===== src/rtl/sbox_pkg.sv =====
// sbox_pkg: shared types and the power-on table contents for sbox_lut_pipe.
//   state_t        : table controller states (ST_INIT reloads the table, ST_RUN serves lookups)
//   default_entry  : value loaded into entry idx during ST_INIT
//                    IN_W=4/OUT_W=4 -> 0,3,6,7,C,F,E,D,A,F,E,D,A,8,9,B
//                    any other shape -> identity (idx truncated/zero-extended to out_w bits)
package sbox_pkg;

    typedef enum logic {
        ST_INIT,
        ST_RUN
    } state_t;

    function automatic logic [31:0] default_entry(input logic [31:0] idx,
                                                  input int unsigned in_w,
                                                  input int unsigned out_w);
        logic [31:0] res;
        logic [31:0] mask;
        mask = (out_w >= 32) ? '1 : ((32'd1 << out_w) - 32'd1);
        res  = idx & mask;
        if (in_w == 4 && out_w == 4) begin
            case (idx[3:0])
                4'h0:    res = 32'h0;
                4'h1:    res = 32'h3;
                4'h2:    res = 32'h6;
                4'h3:    res = 32'h7;
                4'h4:    res = 32'hC;
                4'h5:    res = 32'hF;
                4'h6:    res = 32'hE;
                4'h7:    res = 32'hD;
                4'h8:    res = 32'hA;
                4'h9:    res = 32'hF;
                4'hA:    res = 32'hE;
                4'hB:    res = 32'hD;
                4'hC:    res = 32'hA;
                4'hD:    res = 32'h8;
                4'hE:    res = 32'h9;
                default: res = 32'hB;
            endcase
        end
        return res;
    endfunction

endpackage


===== src/rtl/sbox_table_ram.sv =====
// sbox_table_ram: 2**AW x DW register file backing the substitution table.
//   clk   in  : write clock
//   we    in  : write enable (synchronous)
//   waddr in  : write address
//   wdata in  : write data
//   raddr in  : read address
//   rdata out : combinational read of mem[raddr]; a write lands at the edge, so a read in
//               the same cycle as the write still sees the old word
module sbox_table_ram
    import sbox_pkg::*;
#(
    parameter int AW = 4,
    parameter int DW = 4
) (
    input  logic          clk,
    input  logic          we,
    input  logic [AW-1:0] waddr,
    input  logic [DW-1:0] wdata,
    input  logic [AW-1:0] raddr,
    output logic [DW-1:0] rdata
);

    logic [DW-1:0] mem [2**AW];

    always_ff @(posedge clk) begin
        if (we) begin
            mem[waddr] <= wdata;
        end
    end

    assign rdata = mem[raddr];

endmodule


===== src/rtl/sbox_lut_pipe.sv =====
// sbox_lut_pipe: programmable IN_W -> OUT_W substitution table with a 2-stage
// valid/ready lookup pipeline and a self-initialising table loader.
//   clk, rst_n            : clock, asynchronous active-low reset
//   in_valid/in_ready     : index handshake; in_ready is low while the table reloads
//   in_idx                : lookup index
//   out_valid/out_ready   : result handshake; result held while stalled
//   out_data              : table[idx]
//   out_perr              : stored parity mismatch on this result
//   cfg_we/addr/data      : runtime table write (ignored during reload)
//   cfg_perr_inj          : flips the stored parity of a cfg write (parity build only)
//   cfg_init              : pulse to reload the default table; wins over cfg_we
//   init_done             : table loaded and serving lookups
//   lookup_cnt            : completed lookups, saturating
// Build option: define SBOX_PARITY_EN to store an even-parity bit per entry and check it.
module sbox_lut_pipe
    import sbox_pkg::*;
#(
    parameter int IN_W  = 4,
    parameter int OUT_W = 4,
    parameter int CNT_W = 16
) (
    input  logic             clk,
    input  logic             rst_n,
    input  logic             in_valid,
    output logic             in_ready,
    input  logic [IN_W-1:0]  in_idx,
    output logic             out_valid,
    input  logic             out_ready,
    output logic [OUT_W-1:0] out_data,
    output logic             out_perr,
    input  logic             cfg_we,
    input  logic [IN_W-1:0]  cfg_addr,
    input  logic [OUT_W-1:0] cfg_data,
`ifdef SBOX_PARITY_EN
    input  logic             cfg_perr_inj,
`endif
    input  logic             cfg_init,
    output logic             init_done,
    output logic [CNT_W-1:0] lookup_cnt
);

`ifdef SBOX_PARITY_EN
    localparam int MEM_W = OUT_W + 1;
`else
    localparam int MEM_W = OUT_W;
`endif

    function automatic logic [CNT_W-1:0] sat_inc(input logic [CNT_W-1:0] v);
        return (v == '1) ? v : v + CNT_W'(1);
    endfunction

    state_t            state_q, state_d;
    logic [IN_W-1:0]   ptr_q, ptr_d;
    logic              wr_en;
    logic [IN_W-1:0]   wr_addr;
    logic [OUT_W-1:0]  wr_data;
    logic [MEM_W-1:0]  wr_word, rd_word;
    logic              rd_perr;

    logic              run, s1_rdy, s2_rdy, acc_in, fire_out;
    logic              vld_p1, vld_p2;
    logic [IN_W-1:0]   idx_p1;
    logic [OUT_W-1:0]  data_p2;
    logic              perr_p2;
    logic [CNT_W-1:0]  cnt_q;

    always_ff @(posedge clk or negedge rst_n) begin
        if (!rst_n) begin
            state_q <= ST_INIT;
            ptr_q   <= '0;
        end else begin
            state_q <= state_d;
            ptr_q   <= ptr_d;
        end
    end

    always_comb begin
        state_d = state_q;
        ptr_d   = ptr_q;
        wr_en   = 1'b0;
        wr_addr = ptr_q;
        wr_data = OUT_W'(default_entry(32'(ptr_q), IN_W, OUT_W));
        case (state_q)
            ST_INIT: begin
                wr_en = 1'b1;
                ptr_d = ptr_q + IN_W'(1);
                if (ptr_q == '1) begin
                    state_d = ST_RUN;
                end
            end
            ST_RUN: begin
                if (cfg_init) begin
                    state_d = ST_INIT;
                    ptr_d   = '0;
                end else if (cfg_we) begin
                    wr_en   = 1'b1;
                    wr_addr = cfg_addr;
                    wr_data = cfg_data;
                end
            end
            default: state_d = ST_INIT;
        endcase
    end

`ifdef SBOX_PARITY_EN
    // Injection only applies to runtime writes, never to the reload sequence.
    assign wr_word = {(^wr_data) ^ (cfg_perr_inj && wr_en && (state_q == ST_RUN)), wr_data};
    assign rd_perr = ^rd_word;
`else
    assign wr_word = wr_data;
    assign rd_perr = 1'b0;
`endif

    sbox_table_ram #(
        .AW (IN_W),
        .DW (MEM_W)
    ) u_ram (
        .clk   (clk),
        .we    (wr_en),
        .waddr (wr_addr),
        .wdata (wr_word),
        .raddr (idx_p1),
        .rdata (rd_word)
    );

    assign run      = (state_q == ST_RUN);
    assign s2_rdy   = !vld_p2 || out_ready;
    assign s1_rdy   = !vld_p1 || s2_rdy;
    assign in_ready = s1_rdy && run;
    assign acc_in   = in_valid && in_ready;
    assign fire_out = vld_p2 && out_ready;

    // ---- stage 1: capture index ----
    always_ff @(posedge clk or negedge rst_n) begin
        if (!rst_n) begin
            vld_p1 <= 1'b0;
        end else if (s1_rdy) begin
            vld_p1 <= acc_in;
        end
    end

    always_ff @(posedge clk) begin
        if (acc_in) begin
            idx_p1 <= in_idx;
        end
    end

    // ---- stage 2: table read registered, parity checked ----
    always_ff @(posedge clk or negedge rst_n) begin
        if (!rst_n) begin
            vld_p2  <= 1'b0;
            data_p2 <= '0;
            perr_p2 <= 1'b0;
        end else if (s2_rdy) begin
            vld_p2 <= vld_p1;
            if (vld_p1) begin
                data_p2 <= rd_word[OUT_W-1:0];
                perr_p2 <= rd_perr;
            end
        end
    end

    always_ff @(posedge clk or negedge rst_n) begin
        if (!rst_n) begin
            cnt_q <= '0;
        end else if (fire_out) begin
            cnt_q <= sat_inc(cnt_q);
        end
    end

    assign out_valid  = vld_p2;
    assign out_data   = data_p2;
    assign out_perr   = perr_p2;
    assign init_done  = run;
    assign lookup_cnt = cnt_q;

endmodule

===== config.mk =====
export PLATFORM = sky130hd
export DESIGN_NAME = sbox_lut_pipe
export DESIGN_NICKNAME = d
export VERILOG_FILES = /design/src/rtl/sbox_pkg.sv /design/src/rtl/sbox_table_ram.sv /design/src/rtl/sbox_lut_pipe.sv
export SDC_FILE = /design/constraint.sdc
export NUM_CORES = 1
export LEC_CHECK = 0
export CAP_MARGIN = 20
export CORE_AREA = 2 2 121 123
export DETAILED_ROUTE_END_ITERATION = 7
export DIE_AREA = 0 0 123 125
export HOLD_SLACK_MARGIN = 0.03
export PLACE_DENSITY_LB_ADDON = 0.08
export SYNTH_ARGS = -nofsm -noshare
export SYNTH_HDL_FRONTEND = slang
export SYNTH_SLANG_ARGS = --single-unit
export TNS_END_PERCENT = 100

===== constraint.sdc =====
create_clock -name clk -period 2 [get_ports clk]
set_clock_uncertainty 0.1 [all_clocks]
set_input_delay 0.3 -clock clk [delete_from_list [all_inputs] [get_ports clk]]
set_output_delay 0.3 -clock clk [all_outputs]
set_load 0.03 [all_outputs]

==> Yosys cells after proc, flatten, opt, wreduce, memory -nomap -nowiden <==
Memory sizes are Yosys's and may differ from the RTL's. A register that Yosys moved wholly into a read port is not among the register bits.
Cells that the tools add are included.
{ "word_totals": {"register_bits": 27, "mem_bits_rw": 64, "mem_bits_ro": 64, "in_bits": 18, "output_inout_bits": 24, "word_cells": 41, "n_memories": 2} }
{ "memory_table": {"columns": ["name", "words", "width", "rd", "rd_ports_with_merged_regs", "write_ports", "line_no", "rtl"], "rows": [
  ["(name not given)", 16, 4, 1, 0, 0, "sbox_pkg.sv:21", "case (idx[3:0])"],
  ["u_ram.mem", 16, 4, 1, 1, 1, "sbox_table_ram.sv:23", "logic [DW-1:0] mem [2**AW];"]
]} }
{ "classes": {"addsub": 2, "eq_ne": 3, "muxes": 16, "bitwise_logic": 2, "n_reduce_logical": 10} }
{ "ops": {"columns": ["cell", "count"], "rows": [
  ["4-bit two-way mux", 7],
  ["16-bit by 1-bit adder with 16-bit output (second input constant)", 1],
  ["16-bit equality test (second input constant)", 1],
  ["4-bit case mux with 2 select lines", 1],
  ["1-bit two-way mux", 6],
  ["4-bit by 1-bit adder with 4-bit output (second input constant)", 1],
  ["4-bit equality test (second input constant)", 1],
  ["1-bit case mux with 2 select lines", 2],
  ["2-bit AND reduction", 2],
  ["1-bit logical AND", 3],
  ["1-bit zero test", 3],
  ["1-bit logical OR", 2],
  ["2-bit != test (second input constant)", 1],
  ["1-bit inverter", 2]
]} }

==> Logic depth before layout (Yosys ltp) <==
{ "depth": {"depth_word": 5, "depth_mapped": 6, "mapped_depth_nobuf": 5} }

==> Modules after synthesis <==
Synthesis repeated with hierarchy kept, for this count alone.
{ "hier_totals": {"cells_unflattened": 276, "hier_area_um2": 4230.3} }
{ "by_module_without_submodules": {"columns": ["mod", "n_inst", "cells_per_inst", "area_each_um2", "seq_area_each_um2"], "rows": [
  ["sbox_table_ram", 1, 126, 2586.2, 1921.8],
  ["sbox_lut_pipe", 1, 150, 1644.1, 795.8]
]} }

==> Least setup slack after synthesis <==
Ideal clock, no wire load.
{ "synth_timing": {"kind": "register to register", "from": "register vld_p2 (netlist: out_valid)", "to": "register idx_p1[0] (enable)", "setup_time_ps": 314, "arrival_ps": 1772, "required_time_ps": 1586, "path_slack_ps": -187, "stages_incl_launch_ff": 4, "n_path_buf": 0, "period_less_slack_ps": 2187, "path_cell_list": "dfrtp_1 > nor2b_1 > a21boi_0 > and2_1"} }
{ "synth_between": {"elab_chain_len": 5} }
{ "synth_lines": {"columns": ["element", "line_no", "rtl"], "rows": [
  ["start, declared", "sbox_lut_pipe.sv:61", "logic vld_p1, vld_p2;"],
  ["start signal, assigned", "sbox_lut_pipe.sv:155", "vld_p2 <= vld_p1;"],
  ["1-bit zero test", "sbox_lut_pipe.sv:127", "assign s2_rdy = !vld_p2 || out_ready;"],
  ["1-bit logical OR", "sbox_lut_pipe.sv:127", null],
  ["1-bit logical OR", "sbox_lut_pipe.sv:128", "assign s1_rdy = !vld_p1 || s2_rdy;"],
  ["1-bit logical AND", "sbox_lut_pipe.sv:129", "assign in_ready = s1_rdy && run;"],
  ["net in_ready", "sbox_lut_pipe.sv:25", "output logic in_ready,"],
  ["1-bit logical AND", "sbox_lut_pipe.sv:130", "assign acc_in = in_valid && in_ready;"],
  ["net acc_in", "sbox_lut_pipe.sv:60", "logic run, s1_rdy, s2_rdy, acc_in, fire_out;"],
  ["end signal, assigned", "sbox_lut_pipe.sv:144", "idx_p1 <= in_idx;"],
  ["end, declared", "sbox_lut_pipe.sv:62", "logic [IN_W-1:0] idx_p1;"]
]} }
The timed path passes the listed nets, and every way through them passes these cells.
A chain may end at the register's enable or synchronous reset.

==> Worst setup path after layout <==
{ "layout_timing": {"from": "register cnt_q[12] (netlist: lookup_cnt[12])", "to": "output port lookup_cnt[12]"} }
{ "layout_rtl": {"columns": ["element", "line_no", "rtl"], "rows": [
  ["start, declared", "sbox_lut_pipe.sv:65", "logic [CNT_W-1:0] cnt_q;"],
  ["start signal, assigned", "sbox_lut_pipe.sv:167", "cnt_q <= sat_inc(cnt_q);"],
  ["end, declared", "sbox_lut_pipe.sv:39", "output logic [CNT_W-1:0] lookup_cnt"]
]} }
No word-level cell between the ends.

==> flow_metrics.py <==
metrics = {
    "run_status": {
        "status": "finished, final reports clean",
    },
    "floorplan": {
        "num_rows": 44,
        "die_area_mm2": 0.0154,
        "die_h_um": 125,
        "io_pins": 42,
        "start_util_pct": 29.2,
        "die_x_um": 123,
        "core_mm2": 0.0142,
    },
    "sta": {
        "hold_viol": 0,
        "relSlewSlack_pct": 64.4,
        "worstMarginPinSlew_ps": 533,
        "min_period_ps": 1930,
        "setup_viol": 0,
        "period_share_pct": 96.3,
        "timing.fmax_ghz": 0.519,
        "fin_hold_ws_ps": 237,
        "fin_setup_tns_ps": 0,
        "maxSlewViolCount": 0,
        "rsz0062_at_grt": "true",
    },
    "cells_and_area": {
        "nNetsFinal": 390,
        "n_antenna_cell": 0,
        "drive_gt1_share_pct": 22.3,
        "final_cells": 557,
        "final_common_cell": "edfxtp_1",
        "fin_util_pct": 38.0,
        "area_growth_pct": 29.9,
        "final_cell_mix": "edfxtp_1 (68), clkdlybuf4s50_1 (38), buf_4 (35)",
        "final_area_mm2": 0.00539,
    },
    "synthesis": {
        "yosysTopAreaCell": "edfxtp_1",
        "avgSynthCellArea_um2": 14.4,
        "yosys-top-cells-area": "edfxtp_1 (49%), dfrtp_1 (16%), mux4_2 (7.1%)",
        "postSynth.asyncResetShare_pct": 28.4,
        "synth-seq-cells": 95,
        "synth-edff-count": 68,
        "synth_warnings": 0,
        "syn_area_mm2": 0.00415,
        "synth.distinct_cells": 50,
        "synth_nets": 311,
        "synth_top_area_share_pct": 49.2,
        "postSynthCellCount": 289,
        "ys.flop_type": "edfxtp_1",
        "yosysSeqAreaShare_pct": 65.5,
    },
    "critical_path": {
        "r2r_cells": 5,
        "critPathBufInv": 1,
        "cp.arrival_ps": 1530,
        "crit_end": "lookup_cnt[12]",
        "r2r-end": "out_data[2]",
        "cp.depth": 1,
        "crit_start": "lookup_cnt[12]",
        "crit_chain": "clkdlybuf4s50_1",
        "setup.worst_path.end_class": "output pin",
        "crit_type": "reg -> out",
        "r2r_setup_slack_ps": 90,
        "crit_required_ps": 1600,
        "path_max_fanout": 8,
        "critical_path.top_delay_family": "buffers and inverters",
        "startpoint_type": "flip-flop",
        "reg2reg_from": "idx_p1[0]",
        "crit_path_max_incr_delay_ps": 710,
        "critPathSlowestCell": "clkdlybuf4s50_1",
    },
    "power": {
        "internal-power_mw": 4.89,
        "comb_power_share_pct": 35.4,
        "swShare_pct": 33.0,
        "power_frac_clock_pct": 21.7,
        "power_density_mw_per_mm2": 1360,
        "leakage_nw": 2.02,
        "power_frac_seq_pct": 42.9,
        "switching_power_mw": 2.42,
        "ir_worst_vdd_v": 0.000989,
    },
    "routing": {
        "via_per_inst": 4.73,
        "remaining_drc_errors": 0,
        "dr.pass1.iters": 4,
        "initialDrtViolationCount": 174,
        "final_antenna_net_count": 0,
        "wl_per_cell_um": 17.6,
        "vias": 2633,
        "drt-total-wl_um": 9810,
    },
    "placement": {
        "place_hpwl_um": 6890,
        "dp_cells": 541,
        "port_buffers": 40,
        "placed_cell_area_mm2": 0.00511,
        "globalplace.congestion": 0.752,
    },
    "grt": {
        "grt_max_degree": 28,
        "grt_overflow_total": 0,
        "antenna_found_initial": 0,
        "grt_usage_pct": 13.7,
        "grt_pass1_vias": 2693,
        "grt_pass1_wl_um": 15500,
    },
    "clocking": {
        "worstSkewPairLatency_ps": 350,
        "root_buffer": "clkbuf_16",
        "cts_tree": "done",
        "postCtsHoldBufs": 0,
        "cts_buffers": 9,
        "clkTransAtPathRegs_ps": 70,
        "cts_buffer_depth": 2,
        "h-tree-depth": 3,
        "cts.sinks": 95,
    },
    "job": {
        "cap_violations": 0,
    },
    "hold_path": {
        "min-delay-path-class": "in -> async",
    },
}
-- power by group through the flow --
stage	clock (mW)	sequential, mW	combinational [mW]
2_1_floorplan	0	3.29	1.12
3_3_place_gp	0	3.18	2.63
3_5_place_dp	0	3.17	2.61
4_1_cts	1.65	3.14	2.62
5_1_grt	1.73	3.18	2.84
6_report	1.59	3.13	2.59
-- cells in the mapped netlist (all sizes together), types with 6 or more instances --
cell type	count
nor2	26
mux2	6
inv	7
clkbuf	6
xnor2	8
xor2	7
a31oi	7
mux2i	6
buf	7
nand2	24
edfxtp	68
dfrtp	27
nand3	6
mux4	13
-- area by class of cell --
type,instances,area [µm²]
Multi-Input combinational cell,174,1360
Tap cell,184,230
Fill cell,1368,8810
Inverter,7,26.3
Clock inverter,5,33.8
Timing Repair Buffer,81,792
Clock buffer,11,233
Sequential cell,95,2720
-- kinds of logic (layout without fill, tap and decap cells) --
logic type / Yosys count / in the layout / share of synthesized area [%]
AO/OA/AOI/OAI: 40 / 40 / 6.96
XOR/XNOR: 15 / 15 / 3.16
adder cells (fa/ha/maj): 4 / 4 / 1.21
buffers and inverters: 20 / 104 / 2.08
flip-flops: 95 / 95 / 65.5
multiplexers: 25 / 25 / 10.2
other: 1 / 1 / 0.0903
AND/OR/NAND/NOR: 89 / 89 / 10.8
-- how the worst min path moves through the flow --
stage / from / end / slack [ps] / cells past startpoint
after floorplan: rst_n / init_done / -100 / 0
after global placement: lookup_cnt[10] / lookup_cnt[10] / 410 / 1
after detailed placement: out_data[1] / out_data[1] / 400 / 1
after CTS: rst_n / lookup_cnt[8] / 250 / 2
after global routing: rst_n / lookup_cnt[8] / 280 / 2
final: rst_n / lookup_cnt[15] / 240 / 2
-- layer usage --
metal	track usage, %	wire (µm)	vias up
met5	0	0	-
met4	3.41	108	0
met3	4.52	534	10
met2	21.4	4640	64
met1	18.5	4530	1303
li1	-	-	1256
-- flip-flops by register name, summed over array words and instances, names as in the netlist --
register / count
idx_p1: 4
init_done: 1
vld_p1: 1
out_data: 4
u_ram.mem: 64
out_valid: 1
ptr_q: 4
lookup_cnt: 16
-- stage by stage --
step / total power, mW / setup WS, ps
global placement: 5.81 / -277
floorplan: 4.42 / 15.0
finish: 7.31 / 74.9
global route: 7.74 / -14.1
CTS: 7.41 / 53.0
detailed placement: 5.79 / -283
-- repair_timing --
item                                    CTS  global route
endpoints found under the hold margin     0             0
resized for setup                         1             5
setup buffers                             0             0
cloned                                    0             0
endpoints found under the setup margin    1            12
Power figures use the tool's default switching activity.
